File: config.mk
export PLATFORM = sky130hd
export DESIGN_NAME = rom_port_arbiter
export DESIGN_NICKNAME = d
export VERILOG_FILES = /design/src/rtl/rom_port_arbiter.sv
export SDC_FILE = /design/constraint.sdc
export NUM_CORES = 1
export LEC_CHECK = 0
export ABC_AREA = 0
export CAP_MARGIN = 20
export CORE_MARGIN = 3
export CORE_UTILIZATION = 25
export DETAILED_ROUTE_END_ITERATION = 6
export PLACE_DENSITY = 0.57
export RECOVER_POWER = 50
export SYNTH_ARGS = -nofsm -noshare
export SYNTH_HDL_FRONTEND = slang
export SYNTH_SLANG_ARGS = --single-unit
export TNS_END_PERCENT = 100
File: constraint.sdc
create_clock -name clk -period 1.8 [get_ports clk]
set_clock_uncertainty 0.2 [all_clocks]
set_input_delay 0.18 -clock clk [delete_from_list [all_inputs] [get_ports clk]]
set_output_delay 0.18 -clock clk [all_outputs]
set_load 0.02 [all_outputs]
File: src/rtl/rom_port_arbiter.sv
// rom_port_arbiter
// Shares one combinational instruction-ROM read port between instruction
// fetch (priority) and the constant-load data path. A data request that has
// been refused MAX_DATA_WAIT consecutive cycles is forced to win. The ROM
// output is registered, so each port gets its response one cycle after its
// grant. Misaligned data requests are answered with an error and make no
// ROM access.
//
// Ports
//   clk, reset_n            clock, async active-low reset
//   if_req/if_addr          fetch request, byte address ([1:0] ignored)
//   if_gnt                  fetch accepted this cycle (combinational)
//   if_flush                drop the response of a fetch granted this cycle
//   if_rvalid/if_rdata      fetch response
//   d_req/d_addr            data request, byte address
//   d_gnt                   data accepted this cycle (combinational)
//   d_rvalid/d_rdata/d_err  data response; d_err flags a misaligned address
//   rom_address/rom_data    ROM read port
module rom_port_arbiter #(
  parameter int ADDR_W        = 12,
  parameter int MAX_DATA_WAIT = 3
) (
  input  logic              clk,
  input  logic              reset_n,
  input  logic              if_req,
  input  logic [ADDR_W-1:0] if_addr,
  output logic              if_gnt,
  input  logic              if_flush,
  output logic              if_rvalid,
  output logic [31:0]       if_rdata,
  input  logic              d_req,
  input  logic [ADDR_W-1:0] d_addr,
  output logic              d_gnt,
  output logic              d_rvalid,
  output logic [31:0]       d_rdata,
  output logic              d_err,
  output logic [ADDR_W-1:0] rom_address,
  input  logic [31:0]       rom_data
);

  localparam int CNT_W = (MAX_DATA_WAIT < 1) ? 1 : $clog2(MAX_DATA_WAIT + 1);
  localparam logic [CNT_W-1:0]  MAX_CNT   = CNT_W'(MAX_DATA_WAIT);
  localparam logic [ADDR_W-1:0] WORD_MASK = ~(ADDR_W'(3));

  logic [CNT_W-1:0]  wait_cnt;
  logic [ADDR_W-1:0] addr_q;
  logic              d_misaligned;
  logic              d_rom_req;
  logic              force_d;
  logic              if_win;
  logic              d_win;

  // Grants are gated by reset_n so nothing is accepted while reset is held.
  always_comb begin
    d_misaligned = d_req & (d_addr[1:0] != 2'b00);
    d_rom_req    = d_req & ~d_misaligned;
    force_d      = d_rom_req & (wait_cnt == MAX_CNT);
    if_win       = reset_n & if_req & ~force_d;
    d_win        = reset_n & d_rom_req & (~if_req | force_d);
    if_gnt       = if_win;
    // A misaligned request never touches the ROM, so it can be accepted
    // alongside a fetch.
    d_gnt        = d_win | (reset_n & d_misaligned);
  end

  // With no ROM winner the address is held to avoid needless ROM toggling.
  always_comb begin
    rom_address = addr_q;
    if (if_win) begin
      rom_address = if_addr & WORD_MASK;
    end else if (d_win) begin
      rom_address = d_addr & WORD_MASK;
    end
  end

  always_ff @(posedge clk or negedge reset_n) begin
    if (!reset_n) begin
      addr_q <= '0;
    end else begin
      addr_q <= rom_address;
    end
  end

  always_ff @(posedge clk or negedge reset_n) begin
    if (!reset_n) begin
      wait_cnt <= '0;
    end else if (!d_req || d_gnt) begin
      wait_cnt <= '0;
    end else if (wait_cnt != MAX_CNT) begin
      wait_cnt <= wait_cnt + 1'b1;
    end
  end

  // A flushed fetch leaves if_rdata untouched as well as suppressing rvalid.
  always_ff @(posedge clk or negedge reset_n) begin
    if (!reset_n) begin
      if_rvalid <= 1'b0;
      if_rdata  <= '0;
      d_rvalid  <= 1'b0;
      d_err     <= 1'b0;
      d_rdata   <= '0;
    end else begin
      if_rvalid <= if_gnt & ~if_flush;
      if (if_gnt && !if_flush) begin
        if_rdata <= rom_data;
      end
      d_rvalid <= d_gnt;
      d_err    <= d_gnt & d_misaligned;
      if (d_gnt) begin
        d_rdata <= d_misaligned ? 32'h0 : rom_data;
      end
    end
  end

endmodule

==> results of run 1 <==
## path summary, 6_finish.rpt
path	from	end	slack (ns)	depth (start not counted)
setup / recovery	wait_cnt[1]	rom_address[7]	-0.35	7
hold / removal	reset_n	wait_cnt[1]	0.17	3
setup reg to reg	wait_cnt[1]	if_rdata[29]	-0.30	8
hold reg to reg	d_rdata[11]	d_rdata[11]	0.30	1
max in group asynchronous	reset_n	if_rdata[4]	0.33	3
min in group clk	reset_n	addr_q[1]	0.22	5
## metrics by stage
stage	instance area, um2	setup slack, ns	hold slack [ns]
after global placement	5050	-0.698	-0.0752
final	5700	-0.352	0.173
after floorplan	3310	-0.182	-0.316
after global routing	5700	-0.420	0.201
after CTS	5610	-0.353	0.181
after detailed placement	5050	-0.770	-0.0794
## per-layer routing
layer  GRT usage  vias to the layer above  wire length (um)
li1            -                     1147                 -
met1       0.196                     1240              4510
met2       0.204                       91              4030
met3      0.0452                       10               629
met4      0.0601                        0               170
met5           0                        -                 0
## report_power, final
| part | switching (uW) | internal, uW | total (uW) |
|---|---|---|---|
| logic | 626 | 845 | 1470 |
| registers | 119 | 2040 | 2160 |
| clock network | 741 | 1220 | 1960 |
| total | 1480 | 4100 | 5590 |
## cell families (layout without fill, tap and decap cells)
kind of cell / after synthesis / count (layout) / share of synthesized area
flip-flops: 81 / 81 / 0.651
AO/OA/AOI/OAI: 53 / 53 / 0.141
multiplexers: 33 / 33 / 0.119
adder cells (fa/ha/maj): 1 / 1 / 0.00402
XOR/XNOR: 1 / 1 / 0.00281
AND/OR/NAND/NOR: 25 / 25 / 0.0514
buffers and inverters: 17 / 197 / 0.0309
## critical path, cell delays in order, from the launching register on
cell and delay [ns]:
dfrtp_1 0.41, ha_4 0.19, and4bb_4 0.22, nor2_4 0.08, buf_6 0.15, buf_6 0.13
o2bb2ai_4 0.12, buf_6 0.14
## placed cells by master (no fill, tap or decap), types with 3 or more instances in the layout
master	count
a22o_1	32
buf_12	7
buf_16	3
buf_4	23
buf_6	18
clkbuf_1	3
clkbuf_16	9
clkdlybuf4s50_1	124
dfrtp_1	81
mux2_4	32
nor3_1	9
o22ai_1	8
o2bb2ai_2	8
## synthesized netlist by cell type
| master | n |
|---|---|
| and4bb_4 | 1 |
| nor4bb_1 | 1 |
| nand4bb_1 | 1 |
| nor3_4 | 1 |
| mux2_1 | 3 |
| dfrtp_1 | 81 |
| buf_6 | 3 |
| inv_1 | 1 |
| and3_1 | 2 |
| nand2_1 | 2 |
| nor3_1 | 10 |
| nor2b_1 | 1 |
| o22ai_1 | 10 |
| ha_1 | 1 |
| buf_2 | 8 |
| a22o_1 | 32 |
| mux2_2 | 30 |
| nor3b_1 | 2 |
| a21o_1 | 1 |
| nor2_1 | 4 |
| xnor2_1 | 1 |
| clkbuf_1 | 5 |
| o2bb2ai_1 | 10 |
## layout make-up
type,count,area share
flip-flops and latches,81,0.356
well taps,168,0.0369
repair buffers,180,0.329
inverters,1,0.000658
multi-input cells,113,0.221
clock inverters,6,0.0162
clock buffers,10,0.0402
## registers in the layout, indices dropped and copies added, names as in the netlist
signal / cells
d_rvalid: 1
d_rdata: 32
addr_q: 12
if_rvalid: 1
if_rdata: 32
d_err: 1
wait_cnt: 2
## what timing repair did
action | 4_1_cts | 5_1_grt
pin swaps | 2 | 5
resized for setup | 95 | 21
gates cloned | 3 | 0
setup buffers | 4 | 5
setup endpoints to repair | 80 | 82
hold buffers | 1 | 0
hold endpoints to repair | 81 | 0
==> summary.txt, run 1 <==
CTS
  – Worst-path clk slew: ~0.060 ns
  – Clock latency on the worst-skew pair: 0.33 ns
  – Clock tree buffer depth: 2
  – CTS tree: yes
  – Total CTS buffers: 9
  – Clock Tree Root: clkbuf_16
  – CTS H-tree depth: 3
  – Clock sinks: between 80 and 90

Logic synthesis
  – Cell count after synthesis: about 210
  – #FFs+latches synth: slightly above 80
  – Leading area contributor after synthesis: dfrtp_1
  – Ys Warns: 0
  – Synth top area share: 0.651
  – Top cells by area, synth: dfrtp_1 65%, mux2_2 11%, a22o_1 9.0%, o2bb2ai_1 2.8%, o22ai_1 2.0%
  – Mapped Area: just over 0.003 mm2
  – Mapped Nets: about 270
  – Mean Syn Cell Area: between 10 and 15 um2
  – Sequential area share after synthesis: 0.651
  – Yosys cell types: 23

Die
  – Die Footprint: ~0.014 mm2
  – Vert. Die Dim: around 120 um
  – Initial Util: 0.257
  – Die width: between 100 and 150 um
  – Core Box Area: about 0.012 mm2
  – Core Rows: 40
  – Ports: ~140

Final layout
  – Antenna Cells: 0
  – Final Util: 0.471
  – Layout Nets: between 400 and 500
  – Area occupied by multi-input gates: approximately 0.0013 mm2
  – Layout area overhead: 83.0%
  – Fillcell total: between 1000 and 1500
  – Sequential cell area: a little over 0.002 mm2
  – Layout cell share with drive strength beyond 1: 0.312
  – Finished Layout Cells: ~560

Routing
  – Via density: 4.45
  – Vias: 2488
  – Drt total wl: roughly 9300 um
  – Final ANT Viol Nets: 0
  – First-pass DRT Iterations: 4
  – WL/cell: about 17 um
  – Drt initial violations: 80
  – DRC violations left: 0

Global route
  – Largest net degree at the start of global routing: a little under 70
  – Gr usage total: 0.142
  – Global-route wire length before repair: about 16000 um
  – Initial antenna violation count: 0
  – Global route total overflow: 0
  – Vias in the first global route: about 2700

Status
  – Status: finished with violations
  – Violated checks: negative setup slack

Critical path
  – Kind of critical path: reg2out
  – CP required: about 1.4 ns
  – Data arrival, critical path: about 1.8 ns
  – CP startpoint kind: flop
  – Worst-path maximum fanout: 7
  – Worst Setup End Kind: output pin

Run
  – MaxCap Viol Count: 0

STA
  – Fin. max-slew vios: 0
  – Worst-margin pin slew: 0.858 ns
  – Setup-failing EPs final: 47
  – Fin crit share: 1.20
  – Worst rel slew slack: 0.428
  – Achievable Freq: 465 MHz
  – Final worst slack: -0.352 ns
  – RSZ-0062 raised after global routing: true
  – Hold Vio Cnt, Final: 0
  – Tmin final: roughly 2.2 ns
  – Setup TNS: -12.36 ns

Placement
  – Routability cong.: around 0.74
  – # placed instances: roughly 530
  – Post-DP HPWL: between 6000 and 7000 um
  – IO buf count: around 140

Worst hold path
  – Worst hold-check path type: in2async

Pwr
  – Maximum VDD drop: 0.404 mV
  – P_leak: 0.00248 uW
  – Total power: 5590 uW
  – Power Density: 980 mW/mm2
No activity file was read; power rests on OpenSTA's default activity.
==> run 2: changes to the inputs <==
--- a/config.mk
+++ b/config.mk
@@ -12,6 +12,7 @@
 export DETAILED_ROUTE_END_ITERATION = 6
 export PLACE_DENSITY = 0.57
 export RECOVER_POWER = 50
+export SKIP_LAST_GASP = 1
 export SYNTH_ARGS = -nofsm -noshare
 export SYNTH_HDL_FRONTEND = slang
 export SYNTH_SLANG_ARGS = --single-unit
==> run 2 against run 1 <==
The flow still finishes with violations (negative setup slack). Cell area decreased by 0.18%. Power down 0.21%. Setup slack gained 0.00054 ns. Highest routed layer unchanged. Routed wire length is 0.12% lower. Cell count is 0.18% higher. Non-clock buffer count grew 1. Core utilization fell by 0.083 points. Die area unchanged. Hold slack got worse by 0.0019 ns. Via count grew 0.44%. Sequential share of layout area up 0.063 points.
==> summary.txt, run 2 (synthesis results as in run 1) <==
Status
  – Status: finished with violations
  – Violated checks: negative setup slack

Critical path
  – CP startpoint kind: flop
  – Worst-path maximum fanout: 7 (unchanged)
  – Worst Setup End Kind: output pin
  – Data arrival, critical path: 1.77 ns (about the same)
  – Kind of critical path: reg2out
  – Levels on crit path: 7 (unchanged)
  – CP required: 1.42 ns (about the same)
  – R2r worst-path depth: 8 (unchanged)
  – Slowest-stage cell, CP: dfrtp_1
  – CP delay by family, top: buffers and inverters
  – CP Cell Sequence: ha_4 > and4bb_4 > nor2_4 > buf_6 > buf_6 > o2bb2ai_4 > buf_6
  – Max incr delay on CP: 0.41 ns (about the same)
  – CP most frequent cell: buf_6
  – CP Buf/Inv Count: 3 (unchanged)

Global route
  – Vias in the first global route: 2725 (unchanged)
  – Gr usage total: 0.142 (unchanged)
  – Largest net degree at the start of global routing: 69 (unchanged)
  – Initial antenna violation count: 0 (unchanged)
  – Global-route wire length before repair: 15500 um (unchanged)
  – Global route total overflow: 0 (unchanged)

Final layout
  – Top Registers: d_rdata x32, if_rdata x32, addr_q x12
  – Fillcell total: 1109 (unchanged)
  – Layout cell share with drive strength beyond 1: 0.316 (+0.00431)
  – Layout Nets: 449 (+0.22%)
  – Antenna Cells: 0 (unchanged)
  – Commonest non-fill, non-tap cell in the layout: clkdlybuf4s50_1
  – Commonest cells after routing, fill and taps aside: 124 x clkdlybuf4s50_1, 81 x dfrtp_1, 32 x a22o_1
  – Layout area overhead: 82.7%

Placement
  – Pre-CTS setup slack: -0.770 ns (unchanged)
  – Post-DP HPWL: 6050 um (unchanged)
  – Routability cong.: 0.742 (unchanged)
  – IO buf count: 139 (unchanged)

Die
  – Vert. Die Dim: 118 um (unchanged)
  – Core Box Area: 0.0121 mm2 (unchanged)
  – Initial Util: 0.257 (unchanged)
  – Ports: 142 (unchanged)
  – Die width: 118 um (unchanged)
  – Core Rows: 40 (unchanged)
  – Die Footprint: 0.0138 mm2 (unchanged)

CTS
  – Clock sinks: 81 (unchanged)
  – CTS tree: yes
  – Worst-path clk slew: 0.06 ns (about the same)
  – Clock Tree Root: clkbuf_16
  – Total CTS buffers: 9 (unchanged)
  – Clock tree buffer depth: 2 (unchanged)
  – Clock latency on the worst-skew pair: 0.33 ns (about the same)
  – CTS H-tree depth: 3 (unchanged)

STA
  – Fin. max-slew vios: 0 (unchanged)
  – Tmin final: 2.15 ns (-0.000540 ns)
  – Worst rel slew slack: 0.425 (-0.00232)
  – Achievable Freq: 465 MHz (about the same)
  – Worst-margin pin slew: 0.862 ns (+0.00347 ns)
  – Setup-failing EPs final: 48 (+2.1%)
  – Final worst slack: -0.351 ns (+0.000540 ns)
  – Hold Vio Cnt, Final: 0 (unchanged)
  – RSZ-0062 raised after global routing: true
  – Fin crit share: 1.20 (about the same)

Run
  – MaxCap Viol Count: 0 (unchanged)

Routing
  – DRC violations left: 0 (unchanged)
  – Final ANT Viol Nets: 0 (unchanged)
  – First-pass DRT Iterations: 4 (unchanged)
  – Drt total wl: 9330 um (-0.12%)
  – WL/cell: 16.7 um (-0.30%)
  – Via density: 4.46 (+0.26%)
  – Drt initial violations: 70 (-13%)
  – Vias: 2499 (+0.44%)

Worst hold path
  – Worst hold-check path type: in2async

Pwr
  – Maximum VDD drop: 0.403 mV (-0.37%)
  – Total power: 5580 uW (-0.21%)
  – P_leak: 0.00247 uW (-0.26%)
  – Power Density: 980 mW/mm2 (about the same)
## run 2: worst paths after layout
| check | endpoint | start | slack [ns] |
|---|---|---|---|
| setup / recovery | rom_address[7] | wait_cnt[1] | -0.35 |
| setup reg to reg | if_rdata[14] | wait_cnt[1] | -0.30 |
| hold reg to reg | d_rdata[24] | d_rdata[24] | 0.30 |
| max in group asynchronous | if_rdata[4] | reset_n | 0.33 |
| hold / removal | wait_cnt[1] | reset_n | 0.17 |
| min in group clk | addr_q[1] | reset_n | 0.22 |
## run 2: report_power, final
part	internal [uW]	switching, uW	leakage [uW]
logic	836	623	0.00129
registers	2040	117	0.00103
clock network	1220	742	0.000149
total	4090	1480	0.00247
## run 2: worst min-delay path, delay by kind of cell
family / cells / cell delay [ns]
buffers and inverters: 3 / 0.84
## run 2: metrics by stage
stage / std cells / instance area (um2) / util / TNS (ns) / hold WS [ns]
6_report: 560 / 5690 / 0.470 / -12.75 / 0.171
5_1_grt: 560 / 5690 / 0.470 / -15.88 / 0.194
4_1_cts: 555 / 5620 / 0.464 / -15.17 / 0.181
3_5_place_dp: 531 / 5050 / 0.417 / -40.21 / -0.0794
3_3_place_gp: 531 / 5050 / 0.417 / -38.76 / -0.0752
2_1_floorplan: 211 / 3310 / - / -4.07 / -0.316
## run 2: cell type report
cell class	instances	area, um2	area share
clock buffer	10	229	0.0402
inverter	1	3.75	0.000660
sequential	81	2030	0.356
tap	168	210	0.0369
multi-input combinational	113	1250	0.220
timing repair buffer	181	1880	0.330
clock inverter	6	92.6	0.0163
## run 2: layer usage
layer,vias to the layer above,share of wire,track usage
met3,10,0.072,0.0452
met4,0,0.018,0.0601
met5,-,0,0
met1,1242,0.47,0.196
met2,97,0.44,0.204
li1,1150,-,-
## run 2: what timing repair did
item / in CTS / in global routing
pin swaps: 2 / 3
hold buffers: 1 / 0
cloned: 3 / 0
endpoints found under the hold margin: 81 / 0
setup endpoints to repair: 80 / 82
resized for setup: 94 / 17
setup buffers: 4 / 6
==> run 3: changes to the inputs <==
--- a/config.mk
+++ b/config.mk
@@ -10,8 +10,8 @@
 export CORE_MARGIN = 3
 export CORE_UTILIZATION = 25
 export DETAILED_ROUTE_END_ITERATION = 6
-export PLACE_DENSITY = 0.57
-export RECOVER_POWER = 50
+export PLACE_DENSITY = 0.55
+export RECOVER_POWER = 25
 export SKIP_LAST_GASP = 1
 export SYNTH_ARGS = -nofsm -noshare
 export SYNTH_HDL_FRONTEND = slang
==> constraint.sdc (replaced) <==
create_clock -name clk -period 2.5 [get_ports clk]
set_clock_uncertainty 0.2 [all_clocks]
set_input_delay 0.25 -clock clk [delete_from_list [all_inputs] [get_ports clk]]
set_output_delay 0.25 -clock clk [all_outputs]
set_load 0.02 [all_outputs]
==> run 3 against run 2 <==
The run ends with negative hold slack left. Combinational power is 39% lower. Power down 32%. Sequential power decreased by 29%. Register-to-register slack improved by 0.66 ns. Sequential share of layout area up 3.9 points. Die area unchanged. Via count fell by 2.6%. First-iteration DRC count rose by 37%. Clock power is 30% lower. Cell area decreased by 9.8%.
==> summary.txt, run 3 (synthesis results as in run 1) <==
Global route
  – Global route total overflow: 0 (unchanged)
  – Gr usage total: 0.131 (-0.0104)
  – Global-route wire length before repair: 14300 um (-7.5%)
  – Largest net degree at the start of global routing: 40 (-42%)
  – Initial antenna violation count: 0 (unchanged)
  – Vias in the first global route: 2653 (-2.6%)

Routing
  – Final ANT Viol Nets: 0 (unchanged)
  – Via density: 4.46 (about the same)
  – Vias: 2435 (-2.6%)
  – Drt initial violations: 96 (+37%)
  – WL/cell: 16.1 um (-3.5%)
  – First-pass DRT Iterations: 4 (unchanged)
  – Drt total wl: 8780 um (-5.9%)
  – DRC violations left: 0 (unchanged)

Die
  – Die Footprint: 0.0138 mm2 (unchanged)
  – Ports: 142 (unchanged)
  – Vert. Die Dim: 118 um (unchanged)
  – Die width: 118 um (unchanged)
  – Core Box Area: 0.0121 mm2 (unchanged)
  – Initial Util: 0.257 (unchanged)
  – Core Rows: 40 (unchanged)

Critical path
  – Max incr delay on CP: 0.40 ns (about the same)
  – Worst-path maximum fanout: 7 (unchanged)
  – Worst Setup End Kind: output pin
  – CP most frequent cell: buf_4
  – Kind of critical path: reg2out
  – CP startpoint kind: flop
  – Data arrival, critical path: 1.94 ns (+0.17 ns)
  – CP delay by family, top: buffers and inverters
  – CP required: 2.05 ns (+0.63 ns)
  – Slowest-stage cell, CP: dfrtp_1
  – CP Cell Sequence: ha_1 > and4bb_4 > nor2_1 > buf_4 > buf_4 > o2bb2ai_1 > clkbuf_2
  – CP Buf/Inv Count: 3 (unchanged)

Final layout
  – Finished Layout Cells: 546 (-2.5%)
  – Top Registers: d_rdata x32, if_rdata x32, addr_q x12
  – Antenna Cells: 0 (unchanged)
  – Layout cell share with drive strength beyond 1: 0.233 (-0.0835)
  – Fillcell total: 1190 (+7.3%)
  – Commonest cells after routing, fill and taps aside: 123 x clkdlybuf4s50_1, 81 x dfrtp_1, 32 x a22o_1
  – Layout Nets: 435 (-3.1%)
  – Area occupied by multi-input gates: 998 um2 (-20%)
  – Commonest non-fill, non-tap cell in the layout: clkdlybuf4s50_1
  – Layout area overhead: 64.8%
  – Sequential cell area: 0.00203 mm2 (unchanged)

Placement
  – Pre-CTS setup slack: -0.185 ns (+0.584 ns)
  – Routability cong.: 0.740 (-0.34%)
  – # placed instances: 526 (-0.94%)
  – Post-DP HPWL: 6170 um (+2.0%)
  – IO buf count: 139 (unchanged)

CTS
  – CTS H-tree depth: 3 (unchanged)
  – Clock latency on the worst-skew pair: 0.33 ns (about the same)
  – Clock sinks: 81 (unchanged)
  – Clock tree buffer depth: 2 (unchanged)
  – Clock Tree Root: clkbuf_16
  – CTS tree: yes
  – Worst-path clk slew: 0.06 ns (about the same)
  – Hold Buf Count CTS: 4 (+3)
  – Total CTS buffers: 9 (unchanged)

Pwr
  – Switching power: 1010 uW (-32%)
  – Power Density: 742 mW/mm2 (-24%)
  – Switching share of power: 0.266 (about the same)
  – Gate power share: 0.234 (-0.028)
  – P_leak: 0.00221 uW (-11%)
  – Total power: 3810 uW (-32%)
  – Power Internal: 2790 uW (-32%)
  – Sequential fraction of design power: 0.405 (+0.018)
  – Maximum VDD drop: 0.289 mV (-28%)
  – Part of the power in the clock network: 0.360 (+0.008)

Run
  – MaxCap Viol Count: 0 (unchanged)

Status
  – Violated checks: negative hold slack
  – Status: finished with violations

STA
  – Hold Vio Cnt, Final: 6 (+6)
  – Setup TNS: 0 ns (+12.75 ns)
  – RSZ-0062 raised after global routing: true
  – Worst hold slack: -0.463 ns (-0.633 ns)
  – Final worst slack: 0.107 ns (+0.458 ns)
  – Fin. max-slew vios: 0 (unchanged)
  – Tmin final: between 2 and 2.5 ns
  – Worst-margin pin slew: 0.978 ns (+0.116 ns)
  – Setup-failing EPs final: 0 (-100%)
  – Worst rel slew slack: 0.348 (-0.0772)
  – Fin crit share: 0.957
  – Achievable Freq: 418 MHz

Worst hold path
  – Worst hold-check path type: in2async
## run 3: path summary, 6_finish.rpt
check                           slack, ns   startpoint  cells after the start              to
max in group asynchronous            0.75      reset_n                      4     d_rdata[19]
worst min-delay path                -0.46      reset_n                      1     wait_cnt[1]
worst max register to register       0.36  wait_cnt[0]                      6     if_rdata[0]
worst min register to register       0.30   d_rdata[6]                      1      d_rdata[6]
worst max-delay path                 0.11  wait_cnt[0]                      7  rom_address[6]
min in group clk                     0.07      reset_n                      3           d_err
## run 3: final cells by class
class	count	share of cell area
multi-input cells	113	0.195
flip-flops and latches	81	0.395
clock inverters	4	0.00975
well taps	168	0.0410
inverters	1	0.000731
clock buffers	12	0.0519
repair buffers	167	0.307
## run 3: per-stage QoR
| stage | hold slack [ns] | utilization | instance area, um2 |
|---|---|---|---|
| after detailed placement | -0.113 | 0.400 | 4850 |
| after global placement | -0.110 | 0.400 | 4850 |
| after floorplan | -0.246 | - | 3110 |
| after CTS | -0.481 | 0.429 | 5200 |
| final | -0.463 | 0.424 | 5130 |
| after global routing | -0.481 | 0.424 | 5130 |
## run 3: repair_timing
action / 4_1_cts / 5_1_grt
buffers inserted: 0 / 0
endpoints found under the hold margin: 81 / 6
endpoints found under the setup margin: 14 / 12
gates resized for setup: 17 / 25
## run 3: power groups by stage
stage / Clock [uW] / Sequential, uW / Combinational (uW)
4_1_cts: 1430 / 1550 / 919
3_5_place_dp: 0 / 1570 / 924
3_3_place_gp: 0 / 1560 / 918
6_report: 1370 / 1540 / 891
5_1_grt: 1490 / 1560 / 948
2_1_floorplan: 0 / 1720 / 227
## run 3: layer usage
| metal | track usage | part of all wire | vias up |
|---|---|---|---|
| met4 | 0.0549 | 0.016 | 0 |
| met3 | 0.0404 | 0.054 | 10 |
| li1 | - | - | 1123 |
| met1 | 0.163 | 0.44 | 1229 |
| met2 | 0.212 | 0.49 | 73 |
| met5 | 0 | 0 | - |
